`src/rtl/apb4_master.sv`:
```
// APB4 master bridge: takes one request at a time from a valid/ready port and runs it
// as a SETUP/ACCESS transfer. The response is held until it is consumed.
module apb4_master #(
    parameter int ADDR_WIDTH = 32,
    parameter int DATA_WIDTH = 32,
    parameter int TIMEOUT    = 255
) (
    input  logic                    pclk,
    input  logic                    presetn,
    input  logic                    req_valid,
    output logic                    req_ready,
    input  logic [ADDR_WIDTH-1:0]   req_addr,
    input  logic                    req_write,
    input  logic [DATA_WIDTH-1:0]   req_wdata,
    input  logic [DATA_WIDTH/8-1:0] req_strb,
    input  logic [2:0]              req_prot,
    output logic                    rsp_valid,
    input  logic                    rsp_ready,
    output logic [DATA_WIDTH-1:0]   rsp_rdata,
    output logic                    rsp_slverr,
    output logic                    rsp_timeout,
    output logic [ADDR_WIDTH-1:0]   paddr,
    output logic [2:0]              pprot,
    output logic                    psel,
    output logic                    penable,
    output logic                    pwrite,
    output logic [DATA_WIDTH-1:0]   pwdata,
    output logic [DATA_WIDTH/8-1:0] pstrb,
    input  logic                    pready,
    input  logic [DATA_WIDTH-1:0]   prdata,
    input  logic                    pslverr
);

    localparam int STRB_WIDTH = DATA_WIDTH / 8;
    localparam bit TO_EN      = (TIMEOUT > 0);
    localparam int CNT_WIDTH  = TO_EN ? (($clog2(TIMEOUT + 1) < 1) ? 1 : $clog2(TIMEOUT + 1)) : 1;
    localparam logic [CNT_WIDTH-1:0] TO_LAST = CNT_WIDTH'(TO_EN ? TIMEOUT - 1 : 0);

    typedef enum logic [1:0] {IDLE, SETUP, ACCESS, RESP} state_e;

    state_e                  state_q, state_d;
    logic [ADDR_WIDTH-1:0]   paddr_q, paddr_d;
    logic [2:0]              pprot_q, pprot_d;
    logic                    pwrite_q, pwrite_d;
    logic [DATA_WIDTH-1:0]   pwdata_q, pwdata_d;
    logic [STRB_WIDTH-1:0]   pstrb_q, pstrb_d;
    logic [DATA_WIDTH-1:0]   rsp_rdata_q, rsp_rdata_d;
    logic                    rsp_slverr_q, rsp_slverr_d;
    logic                    rsp_timeout_q, rsp_timeout_d;
    logic [CNT_WIDTH-1:0]    cnt_q, cnt_d;
    logic                    timeout_hit;

    // The final waiting cycle is the one where the count is about to reach TIMEOUT.
    assign timeout_hit = TO_EN && (cnt_q == TO_LAST);

    always_comb begin
        // NOTE: every _d gets a default first so no path through the case infers a latch.
        state_d       = state_q;
        paddr_d       = paddr_q;
        pprot_d       = pprot_q;
        pwrite_d      = pwrite_q;
        pwdata_d      = pwdata_q;
        pstrb_d       = pstrb_q;
        rsp_rdata_d   = rsp_rdata_q;
        rsp_slverr_d  = rsp_slverr_q;
        rsp_timeout_d = rsp_timeout_q;
        cnt_d         = cnt_q;

        unique case (state_q)
            IDLE: begin
                if (req_valid) begin
                    state_d  = SETUP;
                    paddr_d  = req_addr;
                    pprot_d  = req_prot;
                    pwrite_d = req_write;
                    pwdata_d = req_write ? req_wdata : '0;
                    pstrb_d  = req_write ? req_strb : '0;
                    cnt_d    = '0;
                end
            end
            SETUP: state_d = ACCESS;
            ACCESS: begin
                if (pready) begin
                    state_d       = RESP;
                    rsp_rdata_d   = pwrite_q ? '0 : prdata;
                    rsp_slverr_d  = pslverr;
                    rsp_timeout_d = 1'b0;
                end else if (timeout_hit) begin
                    state_d       = RESP;
                    rsp_rdata_d   = '0;
                    rsp_slverr_d  = 1'b1;
                    rsp_timeout_d = 1'b1;
                end else if (TO_EN) begin
                    cnt_d = cnt_q + 1'b1;
                end
            end
            RESP: begin
                if (rsp_ready) state_d = IDLE;
            end
            default: state_d = IDLE;
        endcase
    end

    always_ff @(posedge pclk) begin
        // NOTE: state registers use non-blocking assignments so all flops update together.
        if (!presetn) begin
            state_q       <= IDLE;
            paddr_q       <= '0;
            pprot_q       <= '0;
            pwrite_q      <= 1'b0;
            pwdata_q      <= '0;
            pstrb_q       <= '0;
            rsp_rdata_q   <= '0;
            rsp_slverr_q  <= 1'b0;
            rsp_timeout_q <= 1'b0;
            cnt_q         <= '0;
        end else begin
            state_q       <= state_d;
            paddr_q       <= paddr_d;
            pprot_q       <= pprot_d;
            pwrite_q      <= pwrite_d;
            pwdata_q      <= pwdata_d;
            pstrb_q       <= pstrb_d;
            rsp_rdata_q   <= rsp_rdata_d;
            rsp_slverr_q  <= rsp_slverr_d;
            rsp_timeout_q <= rsp_timeout_d;
            cnt_q         <= cnt_d;
        end
    end

    assign req_ready   = (state_q == IDLE);
    assign rsp_valid   = (state_q == RESP);
    assign psel        = (state_q == SETUP) || (state_q == ACCESS);
    assign penable     = (state_q == ACCESS);
    assign paddr       = paddr_q;
    assign pprot       = pprot_q;
    assign pwrite      = pwrite_q;
    assign pwdata      = pwdata_q;
    assign pstrb       = pstrb_q;
    assign rsp_rdata   = rsp_rdata_q;
    assign rsp_slverr  = rsp_slverr_q;
    assign rsp_timeout = rsp_timeout_q;

endmodule

```
`config.mk`:
```
export PLATFORM = sky130hd
export DESIGN_NAME = apb4_master
export DESIGN_NICKNAME = d
export VERILOG_FILES = /design/src/rtl/apb4_master.sv
export SDC_FILE = /design/constraint.sdc
export NUM_CORES = 1
export LEC_CHECK = 0
export ABC_AREA = 0
export ABC_CLOCK_PERIOD_IN_PS = 1900
export BUFFER_PORTS_ARGS = -buffer_cell sky130_fd_sc_hd__buf_2
export CORE_MARGIN = 2
export CORE_UTILIZATION = 40
export CTS_BUF_LIST = sky130_fd_sc_hd__clkbuf_4 sky130_fd_sc_hd__clkbuf_8 sky130_fd_sc_hd__clkbuf_16
export DETAILED_ROUTE_END_ITERATION = 6
export PLACE_DENSITY = 0.79
export SLEW_MARGIN = 15
export SYNTH_ARGS = -nofsm -noshare
export SYNTH_HDL_FRONTEND = slang
export SYNTH_SLANG_ARGS = --single-unit
```
`constraint.sdc`:
```
create_clock -name pclk -period 1.9 [get_ports pclk]
set_input_delay 0.38 -clock pclk [delete_from_list [all_inputs] [get_ports pclk]]
set_output_delay 0.38 -clock pclk [all_outputs]
set_load 0.03 [all_outputs]
```
=== After elaboration in Yosys (flattened, before gate mapping) ===
Index checks and enable logic that the tools add are counted.

* Bits in latches: 0
* Memories: 0
* Bits in writable memories: 0
* Input port bits: 110
* Output and inout bits: 110
* Register bits: 116
* Bits in read-only memories: 0

* Reduce and logical (&&, ||, !) cells: 8
* Muxes and demuxes: 17
* Multiply operators: 0
* Equal/unequal tests: 9
* Shifts and indexed selects: 0
* Bitwise operators: 0
* Divide/modulo/power cells: 0
* Add/subtract/negate cells: 1
* $lt $le $gt $ge: 0

{| class="wikitable"
|+ Operator list
! kind !! number
|-
| two-way mux 32 bit || 4
|-
| two-way mux 8 bit || 3
|-
| one-hot mux 8 bit (2 select lines) || 1
|-
| adder 8 x 1 -> 8 bit, second input constant || 1
|-
| equality test 8 bit, second input constant || 1
|-
| two-way mux 2 bit || 4
|-
| one-hot mux 2 bit (4 select lines) || 1
|-
| != test 2 bit, second input constant || 3
|-
| equality test 2 bit, second input constant || 2
|-
| two-way mux 4 bit || 1
|-
| AND reduction 2 bit || 2
|-
| AND reduction 4 bit || 1
|-
| nonzero test 2 bit || 2
|-
| two-way mux 1 bit || 3
|-
| != test 3 x 1 -> 1 bit, second input constant || 1
|-
| AND reduction 3 bit || 1
|-
| equality test 2 x 1 -> 1 bit, second input constant || 1
|-
| zero test 2 bit || 1
|-
| != test 2 x 1 -> 1 bit, second input constant || 1
|-
| logical OR 1 bit || 1
|}

=== Depth between registers and ports, before layout ===
* Depth in word-level cells: 4
* Gate-level depth with buffers: 7
* Depth with buffers taken out: 6

=== Worst setup path after synthesis ===
OpenSTA, ideal clock, no wires.

* Path kind: register -> register
* Start point: reg state_q[0]
* End point: reg rsp_rdata_q[21], in the netlist rsp_rdata[21]
* Setup slack: 0.073 ns
* Library setup time: 0.059 ns
* Data arrival time: 1.768 ns
* Required time: 1.841 ns
* Stages on the path, launching flop included: 8
* Clock period less this slack: 1.827 ns
* Path buffers: 2
* Cells stage by stage: dfxtp_1 inv_1 ha_1 buf_2 nand2_2 nor3_2 buf_2 a22o_1

* Word-level cells in the longest chain between the ends: 2

{| class="wikitable"
|+ RTL lines
! what !! line !! source
|-
| start, declared || 41 || <nowiki>state_e state_q, state_d;</nowiki>
|-
| start signal, assigned || 118 || <nowiki>state_q <= state_d;</nowiki>
|-
| equality test 2 bit || n/a ||
|-
| named net penable || 25 || <nowiki>output logic penable,</nowiki>
|-
| AND reduction 2 bit (no source line) || n/a ||
|-
| end signal, assigned || 124 || <nowiki>rsp_rdata_q <= rsp_rdata_d;</nowiki>
|-
| end, declared || 47 || <nowiki>logic [DATA_WIDTH-1:0] rsp_rdata_q, rsp_rdata_d;</nowiki>
|}

The timed path passes the listed nets, and every way through them passes these cells.
A chain may end at the register's enable or synchronous reset.

=== Final worst setup path ===
* Start point: reg state_q[0]
* End point: out penable

* Word-level cells in the longest chain between the ends: 1

{| class="wikitable"
|+ RTL lines
! what !! line !! source
|-
| equality test 2 bit || 134 || <nowiki>assign penable = (state_q == ACCESS);</nowiki>
|-
| end, declared || 25 ||
|}

Every way passes these cells.

==> results.md <==
| Item | Reported |
|---|---|
| Setup Crit Path Kind | flip-flop to output pin |
| Final design utilization | 0.596 |
| Area enclosed by the die boundary | 11,600 µm² |
| Data arrival at the endpoint of the critical path | 1490 ps |
| Num CTS Buffers | 17 |
| Number of port buffers | 219 |
| Total wire length | 12,100 µm |
| Peak VDD IR | 0.756 mV |
| Kind of end point of the critical path | output pin |
| Asr flop ratio synth | 0 |
| Remaining global-route overflow | 0 |
| Non-filler cells in the finished layout | 865 |
| Launching element type of the critical path | flip-flop |
| Residual DRC count | 0 |
| Cell Count Post-Placement | 833 |
| Count of yosys warnings during synthesis | 0 |
| Count of distinct cell types in the synthesized netlist | 42 |
| Effective utilization at floorplan | 0.416 |
| Unrepaired setup endpoints after global routing | true |
| Die Ht | 108 µm |
| Tot GR Track Use | 0.201 |
| Leak pwr | 2.89 nW |
| FP Rows | 37 |
| Total number of H-tree levels | 4 |
| Placed standard-cell area | 5540 µm² |
| Clock transition time at the flip-flop clock pins of the worst setup and hold paths | 60 ps |
| Die X-Extent | 108 µm |
| Number of nets with antenna violations after detailed routing | 0 |
| Final hold violation count | 0 |
| Via count of the first global-routing pass | 4,174 |
| Logic pwr share | 0.261 |
| Crit path required time | 1520 ps |
| Top cell type's share of synthesized area | 0.539 |
| Int Pwr | 0.00569 W |
| Predominant post-synthesis flop cell | dfxtp_1 |
| Number of flops mapped to enable cells by yosys | 0 |
| Run status | finished clean |
| Endpoints failing setup | 0 |
| Dominant cells by area after synthesis | dfxtp_1, nand2_1, a21oi_1 |
| Clock root buffer | clkbuf_8 |
| Routed vias/inst | 5.12 |
| Most instantiated cells after synthesis | nand2_1, dfxtp_1, a21oi_1 |
| Biggest fanout along the worst timing path | 19 |
| # fillers | 909 |
| Combined area of all synthesized cells | 4310 µm² |
| Sequential group share of total power | 0.349 |
| Clock Power Share | 0.390 |
| Worst relative slew slack | 0.456 |
| Nets in the synthesized netlist | 619 |
| First-pass GRT wire length | 18,700 µm |
| # diodes | 0 |
| Power density over the cells | 1370 nW/µm² |
| Hpwl dp | 8570 µm |
| Met3 track demand over resource | 0.0557 |
| Min-Delay Path Class | primary input to flip-flop |
| Seq/Total Area, Yosys | 0.539 |
| Shortest clock period the worst path allows after layout | 1870 ps |
| Number of sinks driven by the clock tree | 116 |
| Detailed Routing Iterations Pass 1 | 7 |
| Switching power total | 0.00275 W |
| Fmax | 535 MHz |
| Placeable core region | 10,400 µm² |
| Total of flip-flops plus latches after synthesis | 116 |
| Gate count of the mapped netlist | 504 |
| Setup Skew | 9.74 ps |
| Design area | 6180 µm² |
| Hold-fix buffers at CTS | 0 |
| Post-Synthesis Mean Instance Area | 8.55 µm² |
| TritonCTS clock tree | built |
| Detail-routed net length per standard cell | 14.0 µm |
| Switching portion of total power | 0.326 |
| Routability cong. | 0.905 |
| Worst-margin pin slew | 813 ps |
| Count of maximum capacitance violations | 0 |
| Vias | 4,431 |
| Library cell occupying the most area in the post-synthesis netlist | dfxtp_1 |
| Most common cell in the synthesized netlist | nand2_1 |
| First DRT Iteration DRCs | 404 |
| P&R area growth vs syn | 43.5% |
| Total Nets Final | 831 |
| Number of antenna violations at the first check in global routing | 0 |
| Global-route layer with the greatest usage | met2 |
| Pin count of the biggest net entering global routing | 73 |
| M1 GR Usage | 0.221 |
| Number of buffers on the longest clock path | 2 |
| Number of post-CTS setup repair buffers | 0 |
| Global routing met2 resource utilization | 0.350 |
| Share of the cycle needed by the critical path after routing | 0.984 |
| Insertion delay to the later sink of the worst-skew pair | 510 ps |
| Share of layout cells above drive strength 1 | 0.380 |
| Top-level I/O count | 220 |
| Final number of max-transition violations | 0 |
==> registers in the layout, indices dropped and copies added, names as in the netlist, 2 cells and up <==
name / flops
paddr: 32
pwdata: 32
rsp_rdata: 32
cnt_q: 8
pstrb: 4
pprot: 3
state_q: 2
==> worst paths after layout <==
check	from	end	cells after the start	slack [ps]
max	state_q[0]$_SDFFE_PN0P_	penable	4	30
max reg2reg	cnt_q[0]$_SDFFE_PN0P_	rsp_rdata[20]$_SDFFE_PN0P_	6	60
min reg2reg	rsp_rdata[13]$_SDFFE_PN0P_	rsp_rdata[13]$_SDFFE_PN0P_	2	450
min	prdata[26]	rsp_rdata[26]$_SDFFE_PN0P_	2	90
==> power by group through the flow <==
stage / sequential, W / clock, W / combinational [W]
after global placement: 0.00297 / 0 / 0.00214
after global routing: 0.00299 / 0.00349 / 0.00237
after floorplan: 0.00360 / 0 / 0.000870
after detailed placement: 0.00299 / 0 / 0.00219
final: 0.00295 / 0.00329 / 0.00220
after CTS: 0.00295 / 0.00337 / 0.00221
==> layout by cell type, fill, tap and decap left out, drive strengths merged, types with 4 or more instances in the layout <==
cell	instances
a21oi	77
a22o	18
buf	232
bufinv	4
clkbuf	22
clkinv	5
dfxtp	116
ha	5
inv	5
nand2	129
nand3	39
nand4	15
nor2	8
nor2b	4
nor3	6
o21ai	20
==> critical path: stages, from the launching register on <==
cell     delay, ps
dfxtp_2        330
inv_1           80
ha_2           240
buf_12         160
buf_4          160
==> metrics by stage <==
stage               hold slack, ps  setup TNS (ps)  setup slack [ps]  power, W
finish                        90.6               0              31.1   0.00844
global route                  69.9            -456             -40.0   0.00885
CTS                           61.5           -8.25             -8.25   0.00852
detailed placement             441           -1.55             -1.55   0.00518
global placement               435               0               158   0.00511
floorplan                      467               0              72.7   0.00447
==> per-layer routing <==
metal  vias up  wire, µm
met5         -         0
met3        37       795
met1      2046      4880
met4         0       360
met2       182      6090
li1       2166         -
==> area by class of cell <==
cell class	instances	area (µm²)	area share
flip-flops and latches	116	2320	0.376
multi-input cells	344	1820	0.294
clock buffers	22	470	0.0761
clock inverters	10	153	0.0247
repair buffers	232	1230	0.199
inverters	5	18.8	0.00303
well taps	136	170	0.0275
==> timing repair <==
item / CTS / global route
hold endpoints to repair: 0 / 0
pin swaps: 0 / 0
resized for setup: 5 / 2
endpoints found under the setup margin: 2 / 20
==> kinds of logic (layout without fill, tap and decap cells) <==
family,count (synthesis),count (layout),share of synthesized area
AOI/OAI and AO/OA,127,127,0.179
adders and majority gates,5,5,0.0145
buffers and inverters,44,269,0.0427
DFF,116,116,0.539
muxes,2,2,0.00581
and+or+nand+nor,210,210,0.219
No activity file was read; power rests on OpenSTA's default activity.
